### config.mk
export PLATFORM = sky130hd
export DESIGN_NAME = biu_prefetch_queue
export DESIGN_NICKNAME = d
export VERILOG_FILES = /design/src/rtl/biu_pkg.sv /design/src/rtl/biu_len_decode.sv /design/src/rtl/biu_prefetch_queue.sv
export SDC_FILE = /design/constraint.sdc
export NUM_CORES = 1
export LEC_CHECK = 0
export CORE_MARGIN = 2
export CORE_UTILIZATION = 40
export CTS_CLUSTER_DIAMETER = 200
export DETAILED_ROUTE_END_ITERATION = 6
export GPL_ROUTABILITY_DRIVEN = 0
export SLEW_MARGIN = 20
export SYNTH_ARGS = -nofsm -noshare
export SYNTH_HDL_FRONTEND = slang
export SYNTH_SLANG_ARGS = --single-unit
### constraint.sdc
create_clock -name clk -period 10.25 [get_ports clk]
set_input_delay 1.5375 -clock clk [delete_from_list [all_inputs] [get_ports clk]]
set_output_delay 1.5375 -clock clk [all_outputs]
set_load 0.005 [all_outputs]
### src/rtl/biu_pkg.sv
// biu_pkg: shared constants, opcode encodings and word-format select for the prefetch queue.
package biu_pkg;
  localparam int QDEPTH = 6;
  localparam logic [19:0] RESET_ADDR = 20'hFFFF0;
  localparam logic [7:0] OP_GRP80 = 8'h80;
  localparam logic [7:0] OP_GRP81 = 8'h81;
  localparam logic [7:0] OP_GRP83 = 8'h83;
  localparam logic [7:0] OP_MOV_RI8 = 8'hB0;
  localparam logic [7:0] OP_MOV_RI16 = 8'hB8;
  localparam logic [1:0] MOD_REG = 2'b11;
  localparam logic [2:0] LEN1 = 3'd1;
  localparam logic [2:0] LEN2 = 3'd2;
  localparam logic [2:0] LEN3 = 3'd3;
  localparam logic [2:0] LEN4 = 3'd4;
  typedef enum logic [2:0] {FMT_BAD, FMT_RR, FMT_G80, FMT_G81, FMT_G83, FMT_RI8, FMT_RI16} fmt_e;
endpackage

### src/rtl/biu_len_decode.sv
// biu_len_decode: head opcode and modrm mod field -> instruction length, word format, illegal flag.
module biu_len_decode import biu_pkg::*; (
  input  logic [7:0] op_i,
  input  logic [1:0] mod_i,
  output logic [2:0] len_o,
  output fmt_e       fmt_o,
  output logic       illegal_o
);
  logic rr;
  assign rr = (op_i[7:6] == 2'b00 && !op_i[2]) || op_i[7:2] == OP_GRP80[7:2] + 6'd2;
  assign fmt_o = rr ? FMT_RR :
                 op_i == OP_GRP80 ? FMT_G80 :
                 op_i == OP_GRP81 ? FMT_G81 :
                 op_i == OP_GRP83 ? FMT_G83 :
                 op_i[7:3] == OP_MOV_RI8[7:3] ? FMT_RI8 :
                 op_i[7:3] == OP_MOV_RI16[7:3] ? FMT_RI16 : FMT_BAD;
  assign len_o = fmt_o == FMT_G81 ? LEN4 :
                 fmt_o inside {FMT_G80, FMT_G83, FMT_RI16} ? LEN3 :
                 fmt_o inside {FMT_RR, FMT_RI8} ? LEN2 : LEN1;
  // modrm-carrying forms only support register operands
  assign illegal_o = fmt_o == FMT_BAD ||
                     (fmt_o inside {FMT_RR, FMT_G80, FMT_G81, FMT_G83} && mod_i != MOD_REG);
endmodule

### src/rtl/biu_prefetch_queue.sv
// biu_prefetch_queue: byte prefetch FIFO with instruction assembly into a registered valid/ready word.
module biu_prefetch_queue import biu_pkg::*; #(
  parameter int QDEPTH = biu_pkg::QDEPTH,
  parameter logic [19:0] RESET_ADDR = biu_pkg::RESET_ADDR
) (
  input  logic        clk,
  input  logic        reset,
  input  logic        flush,
  input  logic [19:0] flush_addr,
  output logic        fetch_req,
  output logic [19:0] fetch_addr,
  input  logic        fetch_ack,
  input  logic [7:0]  fetch_data,
  input  logic        eu_ready,
  output logic        inst_valid,
  output logic [31:0] instruction_and_imm,
  output logic [2:0]  inst_len,
  output logic        illegal,
  output logic [2:0]  queue_count
);
  localparam logic [3:0] QD = 4'(QDEPTH);
  logic [7:0] q_q [QDEPTH];
  logic [2:0] head_q, head_d, tail_q, tail_d, count_q, count_d, len_q, dec_len;
  logic [19:0] addr_q;
  logic fetch_en_q, valid_q, valid_d, illegal_q, dec_ill, push, load;
  logic [31:0] word_q, word_d;
  logic [7:0] b0, b1, b2, b3;
  fmt_e fmt;
  function automatic logic [2:0] wrap(input logic [2:0] p, input logic [2:0] n);
    logic [3:0] s;
    s = {1'b0, p} + {1'b0, n};
    return s >= QD ? 3'(s - QD) : s[2:0];
  endfunction
  assign b0 = q_q[head_q];
  assign b1 = q_q[wrap(head_q, 3'd1)];
  assign b2 = q_q[wrap(head_q, 3'd2)];
  assign b3 = q_q[wrap(head_q, 3'd3)];
  biu_len_decode u_dec (.op_i(b0), .mod_i(b1[7:6]), .len_o(dec_len), .fmt_o(fmt), .illegal_o(dec_ill));
  assign fetch_req = fetch_en_q && {1'b0, count_q} < QD;
  assign push = fetch_req && fetch_ack;
  // count_q only reflects bytes pushed in earlier cycles, so decode never sees an in-flight byte
  assign load = (!valid_q || eu_ready) && count_q >= dec_len;
  assign count_d = count_q + 3'(push) - (load ? dec_len : 3'd0);
  assign head_d = load ? wrap(head_q, dec_len) : head_q;
  assign tail_d = push ? wrap(tail_q, 3'd1) : tail_q;
  assign valid_d = load || (valid_q && !eu_ready);
  assign word_d = fmt == FMT_RR   ? {16'h0000, b0, b1} :
                  fmt == FMT_G80  ? {b0, b1, 8'h00, b2} :
                  fmt == FMT_G81  ? {b0, b1, b3, b2} :
                  fmt == FMT_G83  ? {b0, b1, {8{b2[7]}}, b2} :
                  fmt == FMT_RI8  ? {b0, 16'h0000, b1} :
                  fmt == FMT_RI16 ? {b0, 8'h00, b2, b1} : {16'h0000, b0, 8'h00};
  always_ff @(posedge clk)
    if (push && !reset && !flush) q_q[tail_q] <= fetch_data;
  always_ff @(posedge clk) begin
    if (reset || flush) begin
      count_q <= '0;
      head_q <= '0;
      tail_q <= '0;
      addr_q <= reset ? RESET_ADDR : flush_addr;
      fetch_en_q <= 1'b0;
      valid_q <= 1'b0;
      word_q <= '0;
      len_q <= '0;
      illegal_q <= 1'b0;
    end else begin
      count_q <= count_d;
      head_q <= head_d;
      tail_q <= tail_d;
      addr_q <= addr_q + 20'(push);
      fetch_en_q <= 1'b1;
      valid_q <= valid_d;
      if (load) begin
        word_q <= word_d;
        len_q <= dec_len;
        illegal_q <= dec_ill;
      end
    end
  end
  assign fetch_addr = addr_q;
  assign inst_valid = valid_q;
  assign instruction_and_imm = word_q;
  assign inst_len = len_q;
  assign illegal = illegal_q;
  assign queue_count = count_q;
endmodule

==> reports/qor.yml <==
post_cts_resized: 0
ios: 94
cpMaxStageDelayCell: "dfxtp_1"
wirelength_mm: 19.4
cts_made_buffers: 17
clock_sinks: 118
synth_warnings: 0
path_max_fanout: 22
port_buffers: 93
p_per_area_nw_per_um2: 219
post-cts-setup-buffer-count: 0
cts.clk_slew.worst_paths_ns: 0.06
antenna_found_initial: 0
slew_viol_final: 0
p_switching_uw: 702
hpwl_mm: 14.8
synth_area_sq_um: 7310
ant_nets: 0
core_sq_um: 18000
post_drt_wl_per_cell_um: 18.9
grt_max_degree: 43
mostFrequentLayoutCell: "clkdlybuf4s50_1"
drt-pass1-iter-count: 6
cts_buffer_depth: 2
final-instance-count-excl-fill: 1026
syn_avg_cell_area_sq_um: 10.3
worstHoldStart: "instruction_and_imm[2]"
swShare_pct: 35.9
yosys-top-cells-area: "edfxtp_1 20%, dfxtp_1 19%, mux4_2 8.3%"
drc_errors: 0
n_antenna_cell: 0
hold_class: "flop to flop"
die_x_um: 139
status: "completed"
synthFlopType: "dfxtp_1"
power_frac_comb_pct: 41.5
grt_overflow: 0
h-tree-depth: 4
maxSlewHeadroom_pct: 30.3
p_int_mw: 1.25
hold_viol: 0
synth_edf_count: 48
cpPeakStageDelay_ns: 0.90
fin_ws_ns: 4.61
power_frac_seq_pct: 29.0
clockPowerShare_pct: 29.6
finalSetupViolations: 0
grt_setup_unrepaired: "no"
synth.top_cell.area_share_pct: 19.7
fin_crit_ns: 5.64
start_util_pct: 40.7
dpl.cell_count: 994
synthCells: 709
finalCritPeriodShare_pct: 55.0
dieArea_sq_um: 19400
syn_to_final_growth_pct: 22.1
vias_per_cell: 5.74
synth.net_count: 762
maxCapViolCount: 0
n_fill_cell: 1602
nets: 837
cp-end-kind: "flop"
clkLatencyLatePin_ns: 0.42
worstSetupPathType: "flop to flop"
mostFrequentLayoutCells: "93 x clkdlybuf4s50_1, 69 x dfxtp_1, 48 x nand2_1, 48 x edfxtp_1, 46 x nor2_1"
ys_types: 80
tritoncts: "done"
vias: 5890
pre_cts_ws_ns: 4.64
async_flop_share_pct: 0
finClkSkew_ns: 0.0146
fmax_mhz: 177
start_kind: "flop"
whs_ns: 0.451
ctsHoldBuffers: 0
ir_drop_mv: 0.126
synthDominantAreaCellType: "edfxtp_1"
worst_ep_arrival_time_ns: 5.92
drive_above_1_share_pct: 16.9
cp_cell_sequence: "mux2_1 > mux4_2 > a211oi_4 > nand4_4 > ha_1 > a41o_1 > a311o_1 > o21a_1 > buf_4 > nand2_1 > inv_1 > ha_1 > inv_1 > ha_1 > fa_1 > xnor2_1 > xnor2_1 > xnor2_1 > nor2_1"
tns_ns: 0
cts_root_buf: "clkbuf_16"
die_y_um: 139
ys_seq_elements: 118
worstMarginPinSlew_ns: 1.04
drt_iter0_drc: 604
worstPathRequired_ns: 10.53
grt_first_pass_wirelength_mm: 31.3
cellLeakagePower_nw: 3.15
ys_seq_area_share_pct: 38.9
grt_pass1_vias: 5655
row_count: 49
track_usage_pct: 20.3
==> routing by layer <==
layer  vias to the layer above  part of all wire [%]  GRT usage (%)
met2                       248                    45           30.6
met3                        32                   7.5           4.59
met5                         -                     0              0
met4                         0                   2.2           7.60
li1                       2793                     -              -
met1                      2817                    45           28.4
==> metrics by stage <==
stage               power, mW  cell area (sq um)  util [%]
floorplan                1.19               7310         -
global placement         1.35               8320      46.3
detailed placement       1.38               8350      46.5
CTS                      1.96               8920      49.7
global route             2.06               8920      49.7
finish                   1.95               8920      49.7
==> flip-flops by register name (all words and copies together), names as in the netlist, named ones only <==
register,flops
queue_count,3
illegal,1
head_q,3
instruction_and_imm,32
q_q,48
tail_q,3
fetch_addr,20
inst_valid,1
inst_len,3
fetch_en_q,1
==> worst paths after layout <==
path	endpoint	slack, ns	cells after the start
worst max-delay path	queue_count[2]	4.61	19
worst min-delay path	instruction_and_imm[2]	0.45	2
worst max register to register	queue_count[2]	4.61	19
worst min register to register	instruction_and_imm[2]	0.45	2
==> cells in the mapped netlist (all sizes together) (9+ instances only) <==
cell type	instances
clkbuf	20
xnor2	18
mux2	28
ha	18
edfxtp	48
nor2	46
mux2i	42
o21ai	34
nand2b	13
mux4	27
a31oi	10
buf	24
nand3	34
inv	26
nor3	17
a211oi	9
dfxtp	70
nand2	64
a21oi	51
==> cell type report <==
class                      count  area (sq um)  area share [%]
clock buffer                  24           482            5.40
multi-input combinational    519          4110            46.0
sequential                   118          2840            31.9
timing repair buffer         100          1000            11.2
inverter                      28           105            1.18
clock inverter                 8          97.6            1.09
tap                          229           287            3.21
==> worst max-delay path, delay by kind of cell (launching register included) <==
kind                       cells  cell delay, ns
AOI/OAI and AO/OA              4            1.24
xor gates and xnor gates       3            0.50
adders and majority gates      4            1.11
buffers and inverters          3            0.40
DFF                            1            0.90
muxes                          2            0.97
and+or+nand+nor                3            0.36
==> kinds of logic after synthesis <==
group,Yosys count,share of synthesized area [%]
adder cells (fa/ha/maj),20,3.63
flip-flops,118,38.9
AND/OR/NAND/NOR,222,15.9
XOR/XNOR,25,3.00
AO/OA/AOI/OAI,155,15.0
buffers and inverters,72,5.02
multiplexers,97,18.5
==> power groups by stage <==
stage	combinational, mW	clock, mW	sequential (mW)
6_report	0.810	0.577	0.566
5_1_grt	0.876	0.609	0.572
4_1_cts	0.804	0.588	0.566
3_5_place_dp	0.800	0	0.575
3_3_place_gp	0.773	0	0.574
2_1_floorplan	0.640	0	0.553
Power figures use the tool's default switching activity.
